[src/rtl/prog_loader.sv]
// Serial program loader: receives NUM_BYTES UART-style frames and presents
// each byte with its address to a program RAM held in program mode.
module prog_loader #(
    parameter int CLKS_PER_BIT = 4,
    parameter int NUM_BYTES    = 16
) (
    input  logic       clk,
    input  logic       clear,
    input  logic       start,
    input  logic       ser_in,
    output logic       prog,
    output logic [7:0] prog_in,
    output logic [3:0] prog_add,
    output logic       busy,
    output logic       done,
    output logic       frame_err
);

    localparam int            CW      = $clog2(CLKS_PER_BIT);
    localparam logic [CW-1:0] HALF_M1 = CW'(CLKS_PER_BIT / 2 - 1);
    localparam logic [CW-1:0] FULL_M1 = CW'(CLKS_PER_BIT - 1);
    localparam logic [4:0]    LAST    = 5'(NUM_BYTES);

    typedef enum logic [2:0] {
        IDLE, WAIT_START, START_BIT, DATA, STOP, HOLD
    } state_t;

    state_t        state_q, state_d;
    logic [CW-1:0] cnt_q, cnt_d;
    logic [2:0]    bit_q, bit_d;
    logic [7:0]    shift_q, shift_d;
    logic [4:0]    idx_q, idx_d;
    logic          prog_q, prog_d;
    logic [7:0]    data_q, data_d;
    logic [3:0]    add_q, add_d;
    logic          busy_q, busy_d;
    logic          done_q, done_d;
    logic          err_q, err_d;

    always_comb begin
        state_d = state_q;
        cnt_d   = cnt_q;
        bit_d   = bit_q;
        shift_d = shift_q;
        idx_d   = idx_q;
        prog_d  = prog_q;
        data_d  = data_q;
        add_d   = add_q;
        busy_d  = busy_q;
        done_d  = 1'b0;
        err_d   = err_q;
        case (state_q)
            IDLE: begin
                if (start) begin
                    state_d = WAIT_START;
                    busy_d  = 1'b1;
                    prog_d  = 1'b1;
                    idx_d   = '0;
                    add_d   = '0;
                    err_d   = 1'b0;
                end
            end
            WAIT_START: begin
                // The session-complete check sits here so the final byte gets a
                // full extra write cycle before HOLD.
                if (idx_q == LAST) begin
                    state_d = HOLD;
                    done_d  = 1'b1;
                end else if (!ser_in) begin
                    state_d = START_BIT;
                    cnt_d   = '0;
                end
            end
            START_BIT: begin
                if (cnt_q == HALF_M1) begin
                    cnt_d   = '0;
                    bit_d   = '0;
                    state_d = ser_in ? WAIT_START : DATA;
                end else begin
                    cnt_d = cnt_q + 1'b1;
                end
            end
            DATA: begin
                if (cnt_q == FULL_M1) begin
                    cnt_d   = '0;
                    shift_d = {ser_in, shift_q[7:1]};
                    bit_d   = bit_q + 3'd1;
                    if (bit_q == 3'd7) state_d = STOP;
                end else begin
                    cnt_d = cnt_q + 1'b1;
                end
            end
            STOP: begin
                if (cnt_q == FULL_M1) begin
                    cnt_d   = '0;
                    state_d = WAIT_START;
                    if (ser_in) begin
                        data_d = shift_q;
                        add_d  = idx_q[3:0];
                        idx_d  = idx_q + 5'd1;
                    end else begin
                        err_d = 1'b1;
                    end
                end else begin
                    cnt_d = cnt_q + 1'b1;
                end
            end
            HOLD: begin
                state_d = IDLE;
                prog_d  = 1'b0;
                busy_d  = 1'b0;
            end
            default: state_d = IDLE;
        endcase
    end

    always_ff @(posedge clk or negedge clear) begin
        if (!clear) begin
            state_q <= IDLE;
            cnt_q   <= '0;
            bit_q   <= '0;
            shift_q <= '0;
            idx_q   <= '0;
            prog_q  <= 1'b0;
            data_q  <= '0;
            add_q   <= '0;
            busy_q  <= 1'b0;
            done_q  <= 1'b0;
            err_q   <= 1'b0;
        end else begin
            state_q <= state_d;
            cnt_q   <= cnt_d;
            bit_q   <= bit_d;
            shift_q <= shift_d;
            idx_q   <= idx_d;
            prog_q  <= prog_d;
            data_q  <= data_d;
            add_q   <= add_d;
            busy_q  <= busy_d;
            done_q  <= done_d;
            err_q   <= err_d;
        end
    end

    assign prog      = prog_q;
    assign prog_in   = data_q;
    assign prog_add  = add_q;
    assign busy      = busy_q;
    assign done      = done_q;
    assign frame_err = err_q;

endmodule

[config.mk]
export PLATFORM = sky130hd
export DESIGN_NAME = prog_loader
export DESIGN_NICKNAME = d
export VERILOG_FILES = /design/src/rtl/prog_loader.sv
export SDC_FILE = /design/constraint.sdc
export NUM_CORES = 1
export LEC_CHECK = 0
export BUFFER_PORTS_ARGS = -buffer_cell sky130_fd_sc_hd__clkbuf_2
export CORE_MARGIN = 8
export CORE_UTILIZATION = 57
export DETAILED_ROUTE_END_ITERATION = 6
export PLACE_DENSITY_LB_ADDON = 0.12
export SETUP_SLACK_MARGIN = 0.1
export SKIP_LAST_GASP = 1
export SLEW_MARGIN = 25
export SYNTH_ARGS = -nofsm -noshare
export SYNTH_HDL_FRONTEND = slang
export SYNTH_SLANG_ARGS = --single-unit
export TNS_END_PERCENT = 100
[constraint.sdc]
create_clock -name clk -period 1.7 [get_ports clk]
set_input_delay 0.085 -clock clk [delete_from_list [all_inputs] [get_ports clk]]
set_output_delay 0.085 -clock clk [all_outputs]
set_load 0.02 [all_outputs]
Yosys cells after proc, flatten, opt, wreduce, memory -nomap -nowiden
Cells that the tools add are included.
{"block": "totals", "out_inout_bits": 16, "in_bits": 4, "wordCells": 79, "reg_bits": 36}
{"block": "classes", "reduce_logical": 14, "addsub": 3, "n_eq_ne": 19, "muxes": 33}
{"op": "two-way mux 3 bit", "n": 9}
{"op": "!= test 2 bit (second input constant)", "n": 9}
{"op": "two-way mux 5 bit", "n": 3}
{"op": "one-hot mux 3 bit (5 select lines)", "n": 1}
{"op": "two-way mux 4 bit", "n": 3}
{"op": "two-way mux 2 bit", "n": 5}
{"op": "one-hot mux 5 bit (2 select lines)", "n": 1}
{"op": "equality test 3 bit (second input constant)", "n": 3}
{"op": "AND reduction 3 bit", "n": 3}
{"op": "one-hot mux 4 bit (2 select lines)", "n": 1}
{"op": "AND reduction 4 bit", "n": 2}
{"op": "equality test 3 x 2 -> 1 bit (second input constant)", "n": 2}
{"op": "two-way mux 1 bit", "n": 6}
{"op": "one-hot mux 2 bit (3 select lines)", "n": 1}
{"op": "one-hot mux 3 bit (2 select lines)", "n": 1}
{"op": "AND reduction 6 bit", "n": 1}
{"op": "nonzero test 2 bit", "n": 3}
{"op": "adder 5 x 1 -> 5 bit (second input constant)", "n": 1}
{"op": "equality test 5 bit (second input constant)", "n": 1}
{"op": "one-hot mux 1 bit (2 select lines)", "n": 2}
{"op": "AND reduction 2 bit", "n": 2}
{"op": "adder 3 x 1 -> 3 bit (second input constant)", "n": 1}
{"op": "equality test 3 x 1 -> 1 bit (second input constant)", "n": 1}
{"op": "zero test 3 bit", "n": 1}
{"op": "6 further kinds", "n": 6}

Logic depth before layout (Yosys ltp)
{"block": "depth", "word_depth": 4, "depth_mapped": 7, "ltp_nobuf": 6}

Worst setup path after synthesis
Ideal clock, no wire load.
{"block": "synth_path", "path_type": "reg-to-reg", "start": "register state_q[0]", "end": "register idx_q[3]", "stages_incl_launch_ff": 7, "arrival_time_ns": 1.470, "setup_ns": 0.077, "path_slack_ns": 0.153, "synth_period_minus_slack_ns": 1.547, "required_ns": 1.623, "n_path_buf": 2, "cell_sequence": "dfrtp_1 buf_6 or2_1 buf_6 a21o_4 or3_1 a21oi_1"}
{"block": "synth_between", "elab_chain_len": 3, "word_cells_on_any_way": 8, "classes_between": "eq/ne: 4; mux: 1; reduce/logical: 3"}
{"element": "start: declaration", "line_no": "28", "source": "state_t state_q, state_d;"}
{"element": "start signal: assignment", "line_no": "131", "source": "state_q <= state_d;"}
{"element": "equality test 3 bit / zero test 3 bit (equally long branches)", "line_no": "52", "source": "case (state_q)"}
{"element": "!= test 2 bit (no line) / nonzero test 2 bit (equally long branches)"}
{"element": "AND reduction 4 bit (no line)"}
{"element": "end signal: assignment", "line_no": "135", "source": "idx_q <= idx_d;"}
{"element": "end: declaration", "line_no": "32", "source": "logic [4:0] idx_q, idx_d;"}
Several ways; a longest one is shown, not always the timed one.
A chain may end at the register's enable or synchronous reset.

Final worst setup path
{"block": "layout_path", "start": "register cnt_q[0]", "end": "register idx_q[3]"}
{"block": "layout_between", "elab_chain_len": 3}
{"element": "start: declaration", "line_no": "29", "source": "logic [CW-1:0] cnt_q, cnt_d;"}
{"element": "start signal: assignment", "line_no": "132", "source": "cnt_q <= cnt_d;"}
{"element": "equality test 2 bit", "line_no": "94", "source": "if (cnt_q == FULL_M1) begin"}
{"element": "!= test 2 bit (no line)"}
{"element": "AND reduction 4 bit (no line)"}
No other way between the ends.

==> results.toml <==
[sta]
finClkSkew_ps = 11.7
grt_setup_unrepaired = "true"
worst_pin_slew_ps = 470
slew_violations = 0
slew_headroom = 0.687
clock.fmax_mhz = 635
layout_min_cycle_time_ps = 1570
finalHoldViolations = 0
setup_viol_count_final = 0
period_share = 0.926
fin_tns_setup_ps = 0
fin_hold_ws_ps = 100
layout_setup_ws_ps = 125

[final_layout]
stdcell_count = 238
nets = 215
layout-drive-gt1-share = 0.259
area_delta_synth_final_pct = 14.8
num_antenna_cells = 0

[synthesis]
synth_warnings = 0
synth_flop_cell = "dfrtp_1"
synthesis.nets = 187
ys_ff_latch = 36
async_flop_share = 1.00
synth.yosys.seq_area_share = 0.521
synth_cell_types = 32
synth_edf_count = 0
synth_area_per_cell_um2 = 9.82
syn-cell-area_um2 = 1730
synth_cells = 176

[clocking]
clockBufferDepth = 2
cts.clk_slew.worst_paths_ps = 110
cts_made_buffers = 5
cts_tree = "yes"
clock_sinks = 36
clock_latency_ps = 340
cts_max_level = 2
cts-root-buf = "clkbuf_4"

[global_routing]
busiest_layer = "met2"
grt_use_met3 = 0.0367
grt_start_max_net_pins = 22
overflow = 0
use_met1 = 0.173
met2_usage = 0.275
grt_pass1_vias = 1339
antenna_found_initial = 0
grtUsageTotal = 0.154
grt_pass1_wl_mm = 6.25

[setup_path]
reg2reg_from = "cnt_q[0]"
arrival_ps = 1840
cp.required_ps = 1970
endpoint = "idx_q[3]"
end_kind = "flop"
cp_max_fo = 8
cp_slowest_cell = "dfrtp_1"
setup.worst_path.start = "cnt_q[0]"
cpPeakStageDelay_ps = 390
reg2regPathDepth = 5
start_kind = "flop"
setup.worst_path.class = "reg -> reg"
reg2reg_slack_ps = 130
r2r_end = "idx_q[3]"
path_cells = "ha_2 > nand3_2 > a21o_4 > or3_1 > a21oi_1"

[drt]
dr_total_vias = 1354
dr.pass1.iters = 4
drtIter0Drc = 93
drt-total-wl_mm = 3.58
wl_per_cell_um = 15.0
viasPerCell = 5.69
ant_nets = 0
drc = 0

[hold_path]
hp-class = "in -> reg"
whs_path_depth = 4

[outcome]
status = "finished clean"

[place]
io_buffers = 19
place_hpwl_mm = 2.62
post-place-cells = 227
dpl_worst_slack_ps = 15.0
gp_congestion = 0.851

[die]
die_w_um = 71.1
pin_count = 20
core_area_um2 = 2980
die-height_um = 71.1
start_util = 0.580
die-area_um2 = 5050
row_count = 20

[pwr]
powerDensity_nw_per_um2 = 1210
power_mw = 2.40
p_leak_nw = 0.997
peakVddDrop_uv = 1020

[flow_run]
maxCapViolCount = 0
[cell families (layout without fill, tap and decap cells)]
| group | Yosys count | after routing | synth area share |
|---|---|---|---|
| simple gates | 63 | 63 | 0.160 |
| compound gates | 42 | 42 | 0.153 |
| flops | 36 | 36 | 0.521 |
| buf+inv | 18 | 47 | 0.0529 |
| mux | 9 | 9 | 0.0572 |
| fa+ha+maj | 7 | 7 | 0.0507 |
| xor+xnor | 1 | 1 | 0.00507 |
[per-layer routing]
layer / part of all wire / routed length [µm] / vias to the layer above
met5: 0 / 0 / -
met4: 0.011 / 38 / 0
met3: 0.043 / 154 / 4
met2: 0.51 / 1830 / 24
met1: 0.43 / 1550 / 668
li1: - / - / 658
[worst min path at each step]
| stage | startpoint | slack [ps] | endpoint |
|---|---|---|---|
| after floorplan | clear | -210 | bit_q[0] |
| after global placement | clear | 40 | idx_q[0] |
| after detailed placement | clear | 50 | idx_q[0] |
| after CTS | start | 80 | frame_err |
| after global routing | start | 100 | frame_err |
| final | start | 100 | frame_err |
[layout by cell type (no fill, tap or decap), drive strengths merged]
cell type / count
mux2: 7
o21a: 1
dlygate4sd3: 1
nand4bb: 1
o22a: 1
o22ai: 2
o21ai: 15
clkbuf: 24
nor2: 10
dfrtp: 36
a31oi: 2
inv: 8
a22o: 6
a211oi: 1
mux2i: 2
clkinv: 3
xnor2: 1
ha: 7
nor2b: 1
nand2b: 3
nor3: 2
or3: 1
nand3: 7
a21o: 2
buf: 11
or2: 2
a21oi: 10
nand2: 35
a22oi: 2
nand3b: 1
[sequential cells by signal, indices dropped and copies added, names as in the netlist]
register,cells
frame_err,1
state_q,3
cnt_q,2
done,1
bit_q,3
prog_add,4
busy,1
idx_q,5
prog_in,8
shift_q,8
[where the power goes]
group	internal, mW	switching, mW	total [mW]	leakage, nW
Clock	0.159	0.300	0.459	0.0349
Sequential	0.979	0.0977	1.08	0.479
Combinational	0.387	0.479	0.866	0.483
[critical path, delay by kind of cell (launching register included)]
kind | cells | cell delay (ps)
AOI/OAI and AO/OA | 2 | 410
DFF | 1 | 390
and+or+nand+nor | 2 | 480
adders and majority gates | 1 | 230
[through the flow]
stage                     utilization  cell area [µm²]
after floorplan                     -             1730
after global placement          0.632             1880
after detailed placement        0.632             1880
after CTS                       0.662             1970
after global routing            0.666             1980
final                           0.666             1980
[what timing repair did]
item,CTS,global route
setup endpoints to repair,19,10
pin swaps,0,0
endpoints found under the hold margin,15,0
resized for setup,4,2
hold buffers,1,0
setup buffers,1,1
[final cells by class]
class / count / area, µm²
Clock buffer: 5 / 37.5
Clock inverter: 3 / 18.8
Fill cell: 241 / 993
Inverter: 8 / 30.0
Multi-Input combinational cell: 122 / 756
Sequential cell: 36 / 901
Tap cell: 33 / 41.3
Timing Repair Buffer: 31 / 200
[synth_stat cells (3+ instances only)]
library cell / n / area (µm²)
ha_1: 7 / 87.6
a21oi_1: 10 / 50.1
nand2_1: 35 / 131
nand3_1: 7 / 35.0
mux2_2: 7 / 78.8
o21ai_0: 15 / 75.1
nor2_1: 10 / 37.5
dfrtp_1: 36 / 901
clkbuf_1: 3 / 11.3
buf_2: 4 / 20.0
nand2b_1: 3 / 18.8
inv_1: 8 / 30.0
a22o_1: 6 / 52.6
No activity file was read; power rests on OpenSTA's default activity.
